$ cat config.mk
export PLATFORM = sky130hd
export DESIGN_NAME = toll_reader_arbiter
export DESIGN_NICKNAME = d
export VERILOG_FILES = /design/src/rtl/toll_reader_arbiter_pkg.sv /design/src/rtl/toll_reader_arbiter_rr_pick.sv /design/src/rtl/toll_reader_arbiter.sv
export SDC_FILE = /design/constraint.sdc
export NUM_CORES = 1
export LEC_CHECK = 0
export CORE_ASPECT_RATIO = 1.2
export CORE_MARGIN = 2
export CORE_UTILIZATION = 34
export DETAILED_ROUTE_END_ITERATION = 10
export PLACE_DENSITY = 0.6
export SYNTH_ARGS = -nofsm -noshare
export SYNTH_HDL_FRONTEND = slang
export SYNTH_HIERARCHICAL = 1
export SYNTH_SLANG_ARGS = --single-unit
$ cat constraint.sdc
create_clock -name clk -period 2.2 [get_ports clk]
set_input_delay 0.22 -clock clk [delete_from_list [all_inputs] [get_ports clk]]
set_output_delay 0.22 -clock clk [all_outputs]
set_load 0.02 [all_outputs]
$ cat src/rtl/toll_reader_arbiter_pkg.sv
// Shared types and constants for the toll reader arbiter: FSM states,
// response status codes and the default lane count.
package toll_pkg;

  localparam int DEFAULT_NUM_LANES = 4;

  typedef enum logic [1:0] {
    IDLE  = 2'd0,
    GRANT = 2'd1,
    WAIT  = 2'd2,
    RESP  = 2'd3
  } state_e;

  localparam logic [1:0] ST_OK      = 2'b00;
  localparam logic [1:0] ST_NO_TAG  = 2'b01;
  localparam logic [1:0] ST_REJECT  = 2'b10;
  localparam logic [1:0] ST_TIMEOUT = 2'b11;

  // A missing tag outranks the validity fields, which are meaningless without one.
  function automatic logic [1:0] decode_status(input logic present,
                                               input logic valid,
                                               input logic sufficient);
    if (!present) begin
      return ST_NO_TAG;
    end
    return (valid && sufficient) ? ST_OK : ST_REJECT;
  endfunction

endpackage

$ cat src/rtl/toll_reader_arbiter_rr_pick.sv
// Combinational round-robin picker: first requesting lane at or after ptr_i,
// searching upward with wrap-around. Returns the winner one-hot and as an index.
module rr_pick
  import toll_pkg::*;
#(
  parameter int NUM_LANES = DEFAULT_NUM_LANES,
  parameter int LANE_W    = 2
) (
  input  logic [NUM_LANES-1:0] req_i,
  input  logic [LANE_W-1:0]    ptr_i,
  output logic [NUM_LANES-1:0] grant_o,
  output logic [LANE_W-1:0]    idx_o,
  output logic                 any_o
);

  logic found;
  int   cand;

  always_comb begin
    grant_o = '0;
    idx_o   = '0;
    found   = 1'b0;
    cand    = 0;
    for (int i = 0; i < NUM_LANES; i++) begin
      cand = (int'(ptr_i) + i) % NUM_LANES;
      if (!found && req_i[LANE_W'(cand)]) begin
        found                    = 1'b1;
        grant_o[LANE_W'(cand)]   = 1'b1;
        idx_o                    = LANE_W'(cand);
      end
    end
  end

  assign any_o = |req_i;

endmodule

$ cat src/rtl/toll_reader_arbiter.sv
// Round-robin arbiter sharing one RFID reader among toll lanes.
// Optional reader timeout and saturating timeout counter: define READER_TIMEOUT_EN.
//
// Handshakes: a lane's lane_req is sampled only in IDLE; once granted the
// transaction always completes. lane_resp_valid[w] stays high with resp_status
// stable until lane_ack[w] is seen on a rising edge; acks from other lanes are ignored.
module toll_reader_arbiter
  import toll_pkg::*;
#(
  parameter int NUM_LANES      = DEFAULT_NUM_LANES,
  parameter int LANE_W         = 2,
  parameter int TIMEOUT_CYCLES = 1000
) (
  input  logic                 clk,
  input  logic                 reset,
  input  logic                 maintenance_mode,
  input  logic [NUM_LANES-1:0] lane_req,
  input  logic [NUM_LANES-1:0] lane_ack,
  output logic [NUM_LANES-1:0] lane_grant,
  output logic [NUM_LANES-1:0] lane_resp_valid,
  output logic [1:0]           resp_status,
  output logic                 rd_start,
  output logic [LANE_W-1:0]    rd_lane,
  input  logic                 rd_done,
  input  logic                 rd_present,
  input  logic                 rd_valid,
  input  logic                 rd_sufficient,
  output logic                 busy,
  output logic [7:0]           timeout_count,
  output state_e               dbg_state
);

  state_e               state_q, state_d;
  logic [LANE_W-1:0]    w_q, w_d;
  logic [LANE_W-1:0]    ptr_q, ptr_d;
  logic [1:0]           status_q, status_d;
  logic [NUM_LANES-1:0] grant_q, grant_d;
  logic [NUM_LANES-1:0] rvalid_q, rvalid_d;
  logic                 start_q, start_d;
  logic                 busy_q, busy_d;
  logic [NUM_LANES-1:0] served_oh;

  logic [NUM_LANES-1:0] pick_grant;
  logic [LANE_W-1:0]    pick_idx;
  logic                 pick_any;

`ifdef READER_TIMEOUT_EN
  localparam int CNT_W = (TIMEOUT_CYCLES > 1) ? $clog2(TIMEOUT_CYCLES) : 1;
  localparam logic [CNT_W-1:0] CNT_TERM = CNT_W'(TIMEOUT_CYCLES - 1);
  logic [CNT_W-1:0] cnt_q, cnt_d;
  logic [7:0]       tcount_q, tcount_d;
`else
  // TIMEOUT_CYCLES only shapes the timeout build; this empty block keeps it referenced.
  if (TIMEOUT_CYCLES < 1) begin : g_timeout_cycles_unused
  end
`endif

  rr_pick #(
    .NUM_LANES (NUM_LANES),
    .LANE_W    (LANE_W)
  ) u_pick (
    .req_i   (lane_req),
    .ptr_i   (ptr_q),
    .grant_o (pick_grant),
    .idx_o   (pick_idx),
    .any_o   (pick_any)
  );

  always_comb begin
    state_d   = state_q;
    w_d       = w_q;
    ptr_d     = ptr_q;
    status_d  = status_q;
    grant_d   = '0;
    rvalid_d  = '0;
    served_oh = '0;
    served_oh[w_q] = 1'b1;
`ifdef READER_TIMEOUT_EN
    cnt_d     = cnt_q;
    tcount_d  = tcount_q;
`endif
    case (state_q)
      IDLE: begin
        if (!maintenance_mode && pick_any) begin
          state_d = GRANT;
          w_d     = pick_idx;
          grant_d = pick_grant;
        end
      end
      GRANT: begin
        ptr_d   = (w_q == LANE_W'(NUM_LANES - 1)) ? '0 : w_q + 1'b1;
        state_d = WAIT;
        grant_d = served_oh;
`ifdef READER_TIMEOUT_EN
        cnt_d   = '0;
`endif
      end
      WAIT: begin
        grant_d = served_oh;
        if (rd_done) begin
          status_d = decode_status(rd_present, rd_valid, rd_sufficient);
          state_d  = RESP;
          grant_d  = '0;
          rvalid_d = served_oh;
        end
`ifdef READER_TIMEOUT_EN
        else if (cnt_q == CNT_TERM) begin
          status_d = ST_TIMEOUT;
          state_d  = RESP;
          grant_d  = '0;
          rvalid_d = served_oh;
          if (tcount_q != 8'hFF) begin
            tcount_d = tcount_q + 8'd1;
          end
        end else begin
          cnt_d = cnt_q + 1'b1;
        end
`endif
      end
      RESP: begin
        rvalid_d = served_oh;
        if (lane_ack[w_q]) begin
          state_d  = IDLE;
          rvalid_d = '0;
        end
      end
      default: state_d = IDLE;
    endcase
    start_d = (state_d == GRANT);
    busy_d  = (state_d != IDLE);
  end

  always_ff @(posedge clk or posedge reset) begin
    if (reset) begin
      state_q  <= IDLE;
      w_q      <= '0;
      ptr_q    <= '0;
      status_q <= ST_OK;
      grant_q  <= '0;
      rvalid_q <= '0;
      start_q  <= 1'b0;
      busy_q   <= 1'b0;
`ifdef READER_TIMEOUT_EN
      cnt_q    <= '0;
      tcount_q <= '0;
`endif
    end else begin
      state_q  <= state_d;
      w_q      <= w_d;
      ptr_q    <= ptr_d;
      status_q <= status_d;
      grant_q  <= grant_d;
      rvalid_q <= rvalid_d;
      start_q  <= start_d;
      busy_q   <= busy_d;
`ifdef READER_TIMEOUT_EN
      cnt_q    <= cnt_d;
      tcount_q <= tcount_d;
`endif
    end
  end

  assign lane_grant      = grant_q;
  assign lane_resp_valid = rvalid_q;
  assign resp_status     = status_q;
  assign rd_start        = start_q;
  assign rd_lane         = w_q;
  assign busy            = busy_q;
  assign dbg_state       = state_q;
`ifdef READER_TIMEOUT_EN
  assign timeout_count   = tcount_q;
`else
  assign timeout_count   = 8'd0;
`endif

endmodule

==> impl_metrics.prom, run 1 <==
# TYPE chip_impl_metric gauge
chip_impl_metric{name="finalNetCount",unit=""} 199
chip_impl_metric{name="antenna_violations_before_repair",unit=""} 0
chip_impl_metric{name="dp_hpwl",unit="um"} 2375
chip_impl_metric{name="grtUsageTotal",unit="%"} 13.20
chip_impl_info{name="cpLargestDelayFamily",value="compound AO/OA/AOI/OAI gates"} 1
chip_impl_metric{name="detail-route-antenna-nets",unit=""} 0
chip_impl_metric{name="place.gp.congestion",unit=""} 0.7817
chip_impl_metric{name="io_pins",unit=""} 39
chip_impl_metric{name="vias_in_the_first_global_route",unit=""} 1113
chip_impl_metric{name="die_width",unit="um"} 62.50
chip_impl_metric{name="power_density_cells",unit="nW/um2"} 1301
chip_impl_metric{name="die_area",unit="um2"} 4638
chip_impl_metric{name="drv_slew",unit=""} 0
chip_impl_metric{name="clk_path_buf_depth",unit=""} 2
chip_impl_metric{name="h-tree-depth",unit=""} 1
chip_impl_info{name="class_of_the_worst_hold_path",value="in -> async"} 1
chip_impl_metric{name="drt-vias-per-instance",unit=""} 4.884
chip_impl_metric{name="grt_pass1_wl",unit="um"} 4961
chip_impl_metric{name="post_synthesis_cell_count",unit=""} 138
chip_impl_metric{name="maxSlewHeadroom",unit="%"} 56.56
chip_impl_info{name="synth_ff_type",value="dfrtp_1"} 1
chip_impl_metric{name="cp_data_arrival_time",unit="ns"} 2.21
chip_impl_metric{name="critical_path.max_fanout",unit=""} 7
chip_impl_metric{name="cts_repair_resize_count",unit=""} 0
chip_impl_metric{name="final-hold-violation-count",unit=""} 0
chip_impl_info{name="timing.rr.start",value="ptr_q[0]"} 1
chip_impl_metric{name="yosysWarnings",unit=""} 6
chip_impl_metric{name="drt_drc_violations_left",unit=""} 0
chip_impl_metric{name="measured_slew_at_the_worst_slew_check_pin",unit="ns"} 0.6508
chip_impl_metric{name="rows",unit=""} 25
chip_impl_metric{name="vias",unit=""} 1099
chip_impl_metric{name="portion_of_the_post_synthesis_area_used_by_sequential_elements",unit="%"} 32.26
chip_impl_metric{name="antenna_cells_inserted",unit=""} 0
chip_impl_metric{name="dr.pass1.iters",unit=""} 4
chip_impl_info{name="synth.most_common_cell",value="dfrtp_1"} 1
chip_impl_metric{name="synthDominantCellAreaShare",unit="%"} 32.26
chip_impl_metric{name="async_reset_ff_share",unit="%"} 100.0
chip_impl_info{name="cpMostUsedCell",value="a21oi_1"} 1
chip_impl_metric{name="fin_crit_sh",unit="%"} 94.24
chip_impl_info{name="regToRegEndpoint",value="lane_grant[0]"} 1
chip_impl_metric{name="port_buffers",unit=""} 30
chip_impl_metric{name="drt_iter0_drc",unit=""} 30
chip_impl_metric{name="ys_seq_elements",unit=""} 18
chip_impl_metric{name="final_worst_path_period_need",unit="ns"} 2.073
chip_impl_metric{name="timing.fmax",unit="MHz"} 482.3
chip_impl_metric{name="static-leakage-power",unit="nW"} 0.8014
chip_impl_metric{name="cts_inserted_buffers",unit=""} 3
chip_impl_metric{name="placeableCoreArea",unit="um2"} 3941
chip_impl_metric{name="synth_cell_types",unit=""} 39
chip_impl_metric{name="fillCellCount",unit=""} 394
chip_impl_metric{name="comb_power_share",unit="%"} 63.0
chip_impl_metric{name="worst-path-buf-inv",unit=""} 1
chip_impl_metric{name="postLayoutSetupSlackWorst",unit="ns"} 0.1266
chip_impl_metric{name="power.share.clock",unit="%"} 11.1
chip_impl_info{name="worst_setup_path_end_kind",value="register"} 1
chip_impl_metric{name="crit_required",unit="ns"} 2.33
chip_impl_metric{name="postLayoutCoreUtil",unit="%"} 45.56
chip_impl_metric{name="worst_ir_drop_vdd",unit="mV"} 0.4992
chip_impl_info{name="outcome",value="finished clean"} 1
chip_impl_metric{name="post-place-ws",unit="ns"} -0.04550
chip_impl_metric{name="switching_power_of_the_nets",unit="W"} 0.0009956
chip_impl_metric{name="dpl_cell_area",unit="um2"} 1739
chip_impl_metric{name="cell_internal_pwr",unit="W"} 0.001341
chip_impl_info{name="synth.largest_area_cell",value="dfrtp_1"} 1
chip_impl_metric{name="cts_sinks",unit=""} 18
chip_impl_info{name="root_buffer_selected_by_cts",value="clkbuf_8"} 1
chip_impl_metric{name="finish.instance_area",unit="um2"} 1795
chip_impl_info{name="tritoncts_clock_tree",value="built"} 1
chip_impl_metric{name="overflow",unit=""} 0
chip_impl_metric{name="synth.avg_cell_area",unit="um2"} 10.12
chip_impl_info{name="timing_worst_setup_path_type",value="reg -> reg"} 1
chip_impl_metric{name="post_cts.repair.setup_buffers",unit=""} 0
chip_impl_metric{name="worstSkewPairLatency",unit="ns"} 0.24
chip_impl_metric{name="totalPowerFinal",unit="W"} 0.002337
chip_impl_metric{name="p_sw_share",unit="%"} 42.61
chip_impl_metric{name="start_util",unit="%"} 35.43
chip_impl_metric{name="clock_pin_slew_on_the_worst_setup_and_hold_paths",unit="ns"} 0.07
chip_impl_metric{name="reg2reg_slack",unit="ns"} 0.13
chip_impl_metric{name="grt_start_max_net_pins",unit=""} 19
chip_impl_info{name="cp_cell_sequence",value="inv_2 -> ha_4 -> mux4_2 -> a21oi_1 -> a21oi_1 -> a221o_1 -> a22o_1"} 1
chip_impl_info{name="rsz_0062_raised_after_global_routing",value="no"} 1
chip_impl_metric{name="die_h",unit="um"} 74.20
chip_impl_metric{name="synth-edff-count",unit=""} 0
chip_impl_metric{name="worstRegToRegCells",unit=""} 7
chip_impl_metric{name="cp_slowest_stage_delay",unit="ns"} 0.44
chip_impl_metric{name="detail_route.wl_per_cell",unit="um"} 13.13
chip_impl_metric{name="max_cap_viol_count",unit=""} 0
chip_impl_metric{name="drive_above_1_share",unit="%"} 14.62
chip_impl_info{name="synth_top_cells_by_count",value="dfrtp_1 (18), ha_1 (12), nand2_1 (10), buf_4 (9), inv_1 (8)"} 1
chip_impl_info{name="crit_path_top_delay_cell",value="dfrtp_2"} 1
chip_impl_metric{name="final_setup_tns",unit="ns"} 0
chip_impl_info{name="netlist_top_cells_area",value="dfrtp_1 (32%), ha_1 (11%), buf_4 (4.8%)"} 1
chip_impl_metric{name="mappedNetlistArea",unit="um2"} 1396
chip_impl_metric{name="layout-area-overhead-vs-synth",unit="%"} 28.58
chip_impl_metric{name="setup-violations-final",unit=""} 0
chip_impl_metric{name="totalWireLength",unit="um"} 2954
chip_impl_info{name="critical_path.startpoint_type",value="register"} 1
chip_impl_metric{name="finClkSkew",unit="ns"} 0.002513
chip_impl_metric{name="holdBufCountCts",unit=""} 0
chip_impl_metric{name="sequential_power_share",unit="%"} 25.9
-- stage by stage --
stage | hold WS [ns] | std cells
finish | 0.3666 | 225
global route | 0.4679 | 225
CTS | 0.3913 | 225
detailed placement | 0.4714 | 221
global placement | 0.4624 | 221
floorplan | 0.1586 | 145
-- worst max path at each step --
stage	end	slack, ns	from	cells after the start
floorplan	lane_grant[0]	0.03	ptr_q[0]	9
global placement	lane_grant[2]	0.07	lane_req[2]	6
detailed placement	lane_grant[3]	-0.05	lane_req[2]	6
CTS	lane_grant[0]	0.05	ptr_q[0]	7
global route	lane_grant[0]	0.03	ptr_q[0]	7
finish	lane_grant[0]	0.13	ptr_q[0]	7
-- cells in the final DEF, fill, tap and decap left out, drive strengths merged, types with 4 or more instances in the layout --
| master | netlist | final |
|---|---|---|
| nand2b | 4 | 4 |
| nand2 | 10 | 10 |
| buf | 14 | 7 |
| dfrtp | 18 | 18 |
| a22o | 5 | 5 |
| o221ai | 5 | 5 |
| ha | 12 | 12 |
| inv | 8 | 8 |
| conb | 1 | 8 |
| clkdlybuf4s50 | 0 | 30 |
| and2 | 5 | 5 |
| o21ai | 8 | 8 |
| nor2 | 5 | 5 |
| mux2 | 6 | 6 |
| clkbuf | 1 | 4 |
-- kinds of logic (layout without fill, tap and decap cells) --
group                      count (synthesis)  after routing  share of synthesized area, %
and+or+nand+nor                           43             43                         18.37
AOI/OAI and AO/OA                         30             30                         15.95
muxes                                     11             11                         11.92
buffers and inverters                     23             49                         10.48
adders and majority gates                 12             12                         10.75
DFF                                       18             18                         32.26
other                                      1              8                        0.2686
-- sequential cells by signal, indices dropped and copies added, names as in the netlist --
signal	count
lane_resp_valid	4
ptr_q	2
rd_start	1
rd_lane	2
resp_status	2
busy	1
dbg_state	2
lane_grant	4
-- metal layers --
| metal | up-vias | wire, um | track usage, % | part of all wire, % |
|---|---|---|---|---|
| met3 | 2 | 131 | 1.664 | 4.4 |
| met1 | 514 | 1250 | 15.38 | 42 |
| li1 | 548 | - | - | - |
| met4 | 0 | 34 | 4.938 | 1.2 |
| met2 | 35 | 1537 | 25.09 | 52 |
| met5 | - | 0 | 0 | 0 |
-- worst reg2reg max path, stage by stage, from the launching register on --
cell and delay [ns]:
dfrtp_2 0.44, inv_2 0.10, ha_4 0.32, mux4_2 0.36
a21oi_1 0.20, a21oi_1 0.06, a221o_1 0.27, a22o_1 0.21
-- area by class of cell --
type | instances | area [um2] | area share (%)
clock buffer | 4 | 55.05 | 3.066
inverter | 8 | 30.03 | 1.672
multi-input combinational | 104 | 838.3 | 46.69
sequential | 18 | 451.7 | 25.16
tap | 54 | 67.56 | 3.763
timing repair buffer | 37 | 352.8 | 19.65
-- power by group through the flow --
stage               Combinational, W  Clock (W)  Sequential (W)
floorplan                   0.000968          0        0.000698
global placement             0.00143          0        0.000606
detailed placement           0.00147          0        0.000610
CTS                          0.00147   0.000266        0.000605
global route                 0.00161   0.000275        0.000635
finish                       0.00147   0.000259        0.000605
Power figures use the tool's default switching activity.
==> inputs of run 2 (changes only) <==
- CORE_UTILIZATION: 34 -> 43
- PLACE_DENSITY: 0.6 -> 0.74
==> run 2 against run 1 <==
Against the previous run: clock-buffer cell count is 1 lower; register-to-register slack hardly changed; sequential share of layout area is 0.67 points higher; clock power is 40% lower; wire length is 0.51% lower; largest cell class unchanged; highest routed layer unchanged.
==> impl_metrics.prom, run 2 (same netlist as run 1, synthesis figures left out) <==
# TYPE chip_impl_metric gauge
chip_impl_info{name="outcome",value="finished clean"} 1
chip_impl_info{name="tritoncts_clock_tree",value="built"} 1
chip_impl_metric{name="dr.pass1.iters",unit=""} 6
chip_impl_info{name="critPathLaunch",value="ptr_q[0]"} 1
chip_impl_metric{name="dp.cells",unit=""} 202
chip_impl_metric{name="power_density_cells",unit="nW/um2"} 1297
chip_impl_metric{name="worstRegToRegCells",unit=""} 6
chip_impl_metric{name="start_util",unit="%"} 45.29
chip_impl_metric{name="place.gp.congestion",unit=""} 0.8005
chip_impl_info{name="regToRegEndpoint",value="lane_grant[2]"} 1
chip_impl_metric{name="antenna_cells_inserted",unit=""} 0
chip_impl_metric{name="worstSkewPairLatency",unit="ns"} 0.28
chip_impl_metric{name="die_h",unit="um"} 66.43
chip_impl_info{name="layout_common_cells",value="clkdlybuf4s50_1 (30), dfrtp_1 (18), ha_1 (11)"} 1
chip_impl_metric{name="clock_pin_slew_on_the_worst_setup_and_hold_paths",unit="ns"} 0.09
chip_impl_metric{name="h-tree-depth",unit=""} 1
chip_impl_metric{name="grt_start_max_net_pins",unit=""} 20
chip_impl_metric{name="port_buffers",unit=""} 30
chip_impl_metric{name="overflow",unit=""} 0
chip_impl_metric{name="cp.depth",unit=""} 6
chip_impl_metric{name="maxSlewHeadroom",unit="%"} 55.91
chip_impl_info{name="timing.rr.start",value="ptr_q[0]"} 1
chip_impl_metric{name="crit_required",unit="ns"} 2.38
chip_impl_metric{name="drt-vias-per-instance",unit=""} 5.449
chip_impl_metric{name="totalPowerFinal",unit="W"} 0.002262
chip_impl_metric{name="dp_hpwl",unit="um"} 2399
chip_impl_metric{name="die_width",unit="um"} 56.02
chip_impl_metric{name="setup-violations-final",unit=""} 0
chip_impl_metric{name="reg2reg_slack",unit="ns"} 0.14
chip_impl_info{name="class_of_the_worst_hold_path",value="in -> async"} 1
chip_impl_metric{name="drt_drc_violations_left",unit=""} 0
chip_impl_metric{name="critical_path.max_fanout",unit=""} 19
chip_impl_metric{name="worst_ir_drop_vdd",unit="mV"} 0.5930
chip_impl_metric{name="worst-path-buf-inv",unit=""} 1
chip_impl_metric{name="final_worst_path_period_need",unit="ns"} 2.064
chip_impl_metric{name="detail-route-antenna-nets",unit=""} 0
chip_impl_metric{name="totalWireLength",unit="um"} 2939
chip_impl_metric{name="vias_in_the_first_global_route",unit=""} 1147
chip_impl_metric{name="grt_pass1_wl",unit="um"} 5230
chip_impl_metric{name="finClkSkew",unit="ns"} 0.004414
chip_impl_metric{name="post_cts.repair.setup_buffers",unit=""} 0
chip_impl_metric{name="placeableCoreArea",unit="um2"} 3083
chip_impl_metric{name="cts_repair_resize_count",unit=""} 0
chip_impl_metric{name="drive_above_1_share",unit="%"} 13.02
chip_impl_metric{name="dpl_cell_area",unit="um2"} 1722
chip_impl_metric{name="cts_inserted_buffers",unit=""} 3
chip_impl_metric{name="max_cap_viol_count",unit=""} 0
chip_impl_metric{name="drv_slew",unit=""} 0
chip_impl_metric{name="rows",unit=""} 22
chip_impl_metric{name="die_area",unit="um2"} 3721
chip_impl_info{name="cp_cell_sequence",value="buf_12 -> mux4_2 -> and3_1 -> a31oi_1 -> o221ai_1 -> a22o_1"} 1
chip_impl_info{name="timing_worst_setup_path_type",value="reg -> reg"} 1
chip_impl_metric{name="drt_iter0_drc",unit=""} 14
chip_impl_metric{name="finalNetCount",unit=""} 198
chip_impl_metric{name="layout-area-overhead-vs-synth",unit="%"} 24.91
chip_impl_metric{name="fillCellCount",unit=""} 288
chip_impl_metric{name="cp_data_arrival_time",unit="ns"} 2.24
chip_impl_metric{name="detail_route.wl_per_cell",unit="um"} 14.34
chip_impl_metric{name="cp_slowest_stage_delay",unit="ns"} 0.61
chip_impl_metric{name="static-leakage-power",unit="nW"} 0.7867
chip_impl_metric{name="holdBufCountCts",unit=""} 0
chip_impl_metric{name="fin_crit_sh",unit="%"} 93.83
chip_impl_metric{name="timing.fmax",unit="MHz"} 484.4
chip_impl_metric{name="vias",unit=""} 1117
chip_impl_metric{name="finish.instance_area",unit="um2"} 1744
chip_impl_metric{name="measured_slew_at_the_worst_slew_check_pin",unit="ns"} 0.6607
chip_impl_info{name="worst_setup_path_end_kind",value="register"} 1
chip_impl_metric{name="final-hold-violation-count",unit=""} 0
chip_impl_info{name="rsz_0062_raised_after_global_routing",value="no"} 1
chip_impl_info{name="worstSetupEndpoint",value="lane_grant[2]"} 1
chip_impl_info{name="mostFrequentLayoutCell",value="clkdlybuf4s50_1"} 1
chip_impl_info{name="crit_path_top_delay_cell",value="mux4_2"} 1
chip_impl_metric{name="final_setup_tns",unit="ns"} 0
chip_impl_info{name="critical_path.startpoint_type",value="register"} 1
chip_impl_metric{name="antenna_violations_before_repair",unit=""} 0
chip_impl_metric{name="clk_path_buf_depth",unit=""} 2
chip_impl_metric{name="finalNonFillerCells",unit=""} 205
chip_impl_metric{name="cts_sinks",unit=""} 18
chip_impl_info{name="cpLargestDelayFamily",value="multiplexers"} 1
chip_impl_metric{name="grtUsageTotal",unit="%"} 17.92
chip_impl_info{name="root_buffer_selected_by_cts",value="clkbuf_4"} 1
chip_impl_metric{name="io_pins",unit=""} 39
## run 2: cell types whose count changed in the layout (fill, tap and decap cells not counted)
cell / change
clkbuf_8: -4
clkbuf_4: +3
buf_4: -2
buf_12: +1
dfrtp_1: +1
dfrtp_2: -1
## run 2: per-stage QoR
| stage | utilization (%) | setup slack, ns | hold WS [ns] |
|---|---|---|---|
| after floorplan | - | 0.03030 | 0.1586 |
| after global placement | 55.84 | 0.02797 | 0.4700 |
| after detailed placement | 55.84 | -0.03578 | 0.4712 |
| after CTS | 56.57 | 0.1446 | 0.3458 |
| after global routing | 56.57 | 0.03207 | 0.3900 |
| final | 56.57 | 0.1357 | 0.3223 |
## run 2: cell type report
cell class	instances	area [um2]	area share (%)
Tap cell	36	45.04	2.583
Timing Repair Buffer	36	357.8	20.52
Inverter	8	30.03	1.722
Sequential cell	18	450.4	25.83
Clock buffer	3	22.52	1.291
Multi-Input combinational cell	104	838.3	48.06
## run 2: power breakdown
group | total (W) | switching, W | internal, W
combinational | 0.00151 | 0.000763 | 0.000745
sequential | 0.000600 | 0.000142 | 0.000458
clock | 0.000155 | 0.0000912 | 0.0000635
total | 0.00226 | 0.000996 | 0.00127
## run 2: worst min path at each step
stage / depth (start not counted) / start / end
after floorplan: 1 / reset / busy
final: 2 / reset / resp_status[0]
after CTS: 2 / reset / resp_status[1]
after global routing: 2 / reset / dbg_state[0]
after global placement: 2 / resp_status[0] / resp_status[0]
after detailed placement: 2 / resp_status[1] / resp_status[1]
## run 2: per-layer routing
metal,part of all wire (%),global-route usage [%],up-vias
met5,0,0,-
met1,39,18.04,536
met4,0.82,7.143,0
met3,5.1,3.718,2
li1,-,-,545
met2,55,35.44,34
==> variant 1: new RTL, settings of run 1 <==
Reset style: synchronous (`reset`), changed in one clocked block.
--- a/src/rtl/toll_reader_arbiter.sv
+++ b/src/rtl/toll_reader_arbiter.sv
@@ -132,3 +132,3 @@
 
-  always_ff @(posedge clk or posedge reset) begin
+  always_ff @(posedge clk) begin
     if (reset) begin
Behaviour: differs if reset is asserted again (counterexample within 4 cycles, from zero or initial values and one cycle with reset high); with reset held inactive, the same outputs for 10 cycles.
==> variant 1 against run 1 <==
Fmax is 5.8% higher; first-iteration DRC count fell by 50%; routed wire length increased by 0.20%; cell area shrank 3.3%; clock skew about the same; sequential cell count is the same; setup slack gained 0.11 ns; synthesized area decreased by 3.0%; core utilization is 0.78 points lower; non-clock buffer count fell by 1; critical path depth unchanged; sequential share of layout area is 4.4 points lower; largest cell class unchanged.
Power is not compared: it rests on default switching activity, and its combinational part moved more than twofold at a synthesized area within 25%.
==> variant 1: results (changes against run 1) <==
| Metric | Value |
|---|---|
| Share of cells above drive strength 1 | `11.7% (-2.9 points)` |
| Main flop type after synthesis | `dfxtp_1` |
| Largest net degree at the start of global routing | `21 (+2)` |
| Status | `finished, final reports clean` |
| Reg2Reg Launch Point | `ptr_q[0]` |
| Final GP Congestion | `0.791 (+1.2%)` |
| Setup repair bufs after CTS | `0 (unchanged)` |
| WL met3 | `150 um (+15%)` |
| Sequential area share after synthesis | `26.6% (-5.7 points)` |
| Critical path fanouts, max | `20 (+13)` |
| Placement Setup Slack | `0.0227 ns (+0.0681 ns)` |
| Ys async rst share | `0% (-100 points)` |
| Met2 wire length | `1.50 mm (-2.7%)` |
| Top post-synthesis cells by area | `dfxtp_1 27%, ha_1 11%, mux4_2 6.6%` |
| Vias per cell | `4.94 (+1.1%)` |
| Reg-to-reg critical path endpoint | `lane_grant[1]` |
| Tot GR Track Use | `13.3% (+0.11 points)` |
| Arr. time, crit path | `2.14 ns (-0.07 ns)` |
| Most common library cells after synthesis | `18 x dfxtp_1, 12 x ha_1, 11 x nand2_1` |
| Placed cells | `229 (+3.6%)` |
| Worst min path class | `reg2reg` |
| Peak supply drop | `0.181 mV` |
| FILL cells | `416 (+5.6%)` |
| Unique masters post-synth | `40 (+2.6%)` |
| HPWL after DPL | `2.35 mm (-1.1%)` |
| Vias in the first global route | `1036 (-6.9%)` |
| Via count | `1151 (+4.7%)` |
| Worst hold slack | `0.462 ns (+0.0954 ns)` |
| Final wirelength | `2.96 mm (+0.20%)` |
| Synthesized area per cell | `9.16 sq um (-9.5%)` |
| Slew headroom | `65.0% (+8.4 points)` |
| Reg2Reg Depth | `7 (unchanged)` |
| FF-to-FF setup slack | `0.24 ns (+0.11 ns)` |
| First DRT Iteration DRCs | `15 (-50%)` |
| Worst clock skew | `0.00226 ns (-0.000248 ns)` |
[variant 1: changes by cell type after synthesis, moves of 4 or more]
cell / delta
dfrtp_1: -18
dfxtp_1: +18
a22o_1: -5
nor2_1: +5
a21oi_1: +4
mux2i_1: +4
[variant 1: cell type report]
class / count / share of cell area, %
clock buffers: 4 / 3.17
inverters: 7 / 1.51
multi-input cells: 114 / 50.8
flip-flops and latches: 18 / 20.7
well taps: 54 / 3.89
repair buffers: 36 / 19.9
[variant 1: stage by stage]
stage | instance area [sq um] | util [%]
finish | 1740 | 44.8
global route | 1740 | 44.8
CTS | 1740 | 44.8
detailed placement | 1680 | 43.4
global placement | 1680 | 43.4
floorplan | 1390 | -
[variant 1: critical path, cell delays in order, from the launching register on]
cell     delay [ns]
dfxtp_1        0.32
buf_4          0.25
mux4_2         0.63
nor2_1         0.16
and2_1         0.16
a221o_1        0.15
nand2_1        0.06
a21oi_1        0.15
[variant 1: metal layers]
layer | vias to the layer above | track usage [%]
li1 | 579 | -
met1 | 532 | 15.8
met2 | 36 | 24.0
met3 | 4 | 1.42
met4 | 0 | 4.73
met5 | - | 0
[variant 1: cell families (layout without fill, tap and decap cells)]
logic type / after synthesis / after routing / share of synthesized area (%)
and+or+nand+nor: 52 / 52 / 23.5
muxes: 11 / 11 / 11.9
AOI/OAI and AO/OA: 31 / 31 / 15.4
other: 1 / 8 / 0.277
adders and majority gates: 12 / 12 / 11.1
buffers and inverters: 23 / 47 / 11.2
DFF: 18 / 18 / 26.6
[variant 1: power breakdown]
| group | internal, mW | leakage (nW) | switching, mW | total, mW |
|---|---|---|---|---|
| registers | 0.349 | 0.147 | 0.0268 | 0.376 |
| logic | 0.164 | 0.510 | 0.181 | 0.345 |
| clock network | 0.159 | 0.0288 | 0.102 | 0.261 |
==> variant 2: new RTL, settings of run 1 <==
Without the edit above. Build with the macro `READER_TIMEOUT_EN` defined.
--- a/src/rtl/toll_reader_arbiter.sv
+++ b/src/rtl/toll_reader_arbiter.sv
@@ -6,2 +6,4 @@
 // stable until lane_ack[w] is seen on a rising edge; acks from other lanes are ignored.
+`define READER_TIMEOUT_EN
+
 module toll_reader_arbiter
Behaviour: not the same (a bounded check fails within 10 cycles, from zero or initial values and one cycle with reset high).
==> variant 2 against run 1 <==
Sequential cell count grew 18; combinational power grew 43%; cell area grew 73%; critical path type unchanged; non-clock buffer count grew 27; sequential share of layout area grew 4.0 points; routed wire length grew 86%; power grew 55%; via count grew 79%; synthesized area grew 68%; die area grew 64%; setup slack lost 0.055 ns; first-iteration DRC count grew to 4.4 times the old value; critical endpoint is now lane_grant[1].
==> variant 2: results (changes against run 1) <==
| Metric | Value |
|---|---|
| Metal1 wirelength | `2.19 mm (+75%)` |
| Tot GR Track Use | `15.0% (+1.8 points)` |
| Number of flip-flops in the largest register | `10` |
| DR top layer | `met4` |
| Die ar. | `7590 sq um (+64%)` |
| Nets | `320 (+61%)` |
| H-tree levels | `2 (+1)` |
| Max clock buf depth | `2 (unchanged)` |
| Synthesized area per cell | `10.1 sq um (about the same)` |
| Leak Pwr | `1.35 nW (+69%)` |
| Placed cells | `371 (+68%)` |
| Ys async rst share | `100% (unchanged)` |
| Peak supply drop | `0.517 mV (+3.5%)` |
| Placement Setup Slack | `0.0652 ns (+0.111 ns)` |
| Most flops, register | `cnt_q` |
| Routed length per instance | `14.5 um (+10%)` |
| Global-route wire length before repair | `8.76 mm (+76%)` |
| Top post-synthesis cells by area | `dfrtp_1 38%, ha_1 7.5%, mux2i_1 4.3%` |
| Skew-Pair Late Insertion Delay | `0.29 ns (+0.05 ns)` |
| Critical path fanouts, max | `7 (unchanged)` |
| Clk pin slew, worst setup/hold paths | `0.07 ns (about the same)` |
| Setup repair bufs after CTS | `0 (unchanged)` |
| Worst clock skew | `0.00439 ns (+0.00188 ns)` |
| Antenna diodes | `0 (unchanged)` |
| Unique masters post-synth | `55 (+41%)` |
| HPWL after DPL | `4.34 mm (+83%)` |
| Status | `finished, final reports clean` |
| Cts bufs inserted | `5 (+2)` |
| Vias per cell | `5.18 (+6.0%)` |
| Post-cts resize count | `0 (unchanged)` |
| Largest net degree at the start of global routing | `37 (+18)` |
| Final GP Congestion | `0.819 (+4.7%)` |
| Root Buffer Master | `clkbuf_8` |
| Slew headroom | `47.2% (-9.4 points)` |
| Met2 wire length | `2.99 mm (+94%)` |
| Total power | `3.62 mW (+55%)` |
| I/O Buffers | `38 (+27%)` |
| Arr. time, crit path | `2.31 ns (+0.10 ns)` |
| Sequential area share after synthesis | `38.4% (+6.1 points)` |
| Final wirelength | `5.48 mm (+86%)` |
| WL met3 | `169 um (+29%)` |
| Share of cells above drive strength 1 | `18.5% (+3.9 points)` |
| Number of antenna violations at the first check in global routing | `0 (unchanged)` |
| Vias in the first global route | `1891 (+70%)` |
| Placement Cell Area | `2990 sq um (+72%)` |
| Synth Warn # | `6 (unchanged)` |
| Syn nets | `around 260` |
| Most common library cells after synthesis | `36 x dfrtp_1, 18 x nand2_1, 14 x ha_1, 14 x inv_1, 12 x nor2_1` |
| First DRT Iteration DRCs | `132 (+340%)` |
| First-pass DRT Iterations | `4 (unchanged)` |
| Worst min path class | `in2async` |
## variant 2: worst paths after layout
| check | from | to | slack (ns) | depth (start not counted) |
|---|---|---|---|---|
| worst max-delay path | ptr_q[1] | lane_grant[1] | 0.07 | 7 |
| worst min-delay path | reset | resp_status[0] | 0.34 | 3 |
| worst max register to register | ptr_q[1] | lane_grant[1] | 0.07 | 7 |
| worst min register to register | cnt_q[8] | cnt_q[8] | 0.49 | 1 |
| max in group asynchronous | reset | ptr_q[1] | 1.52 | 3 |
| min in group clk | cnt_q[8] | cnt_q[8] | 0.49 | 1 |
## variant 2: routing by layer
layer,track usage [%],vias up
li1,-,970
met1,15.9,939
met2,28.6,40
met3,2.84,14
met4,6.64,0
met5,0,-
## variant 2: cells by family after synthesis
logic type | after synthesis | share of synthesized area (%)
xor+xnor | 7 | 2.61
mux | 19 | 10.3
buf+inv | 26 | 5.38
simple gates | 80 | 19.8
compound gates | 50 | 16.1
flops | 36 | 38.4
fa+ha+maj | 14 | 7.46
## variant 2: worst max-delay path: stages, from the launching register on
cell	delay, ns
dfrtp_2	0.41
clkinvlp_4	0.12
ha_4	0.33
mux2i_1	0.30
o22ai_1	0.13
a2111oi_1	0.38
o31ai_1	0.13
a22o_1	0.22
## variant 2: where the power goes
| part | switching, mW | total, mW | internal [mW] |
|---|---|---|---|
| combinational | 1.11 | 2.10 | 0.988 |
| sequential | 0.121 | 0.948 | 0.827 |
| clock | 0.232 | 0.568 | 0.336 |
| total | 1.46 | 3.62 | 2.15 |
## variant 2: layout make-up
type,count,area [sq um]
tap,87,109
timing repair buffer,64,588
clock buffer,6,72.6
clock inverter,2,35.0
multi-input combinational,170,1340
inverter,14,56.3
fill,682,3670
sequential,36,902
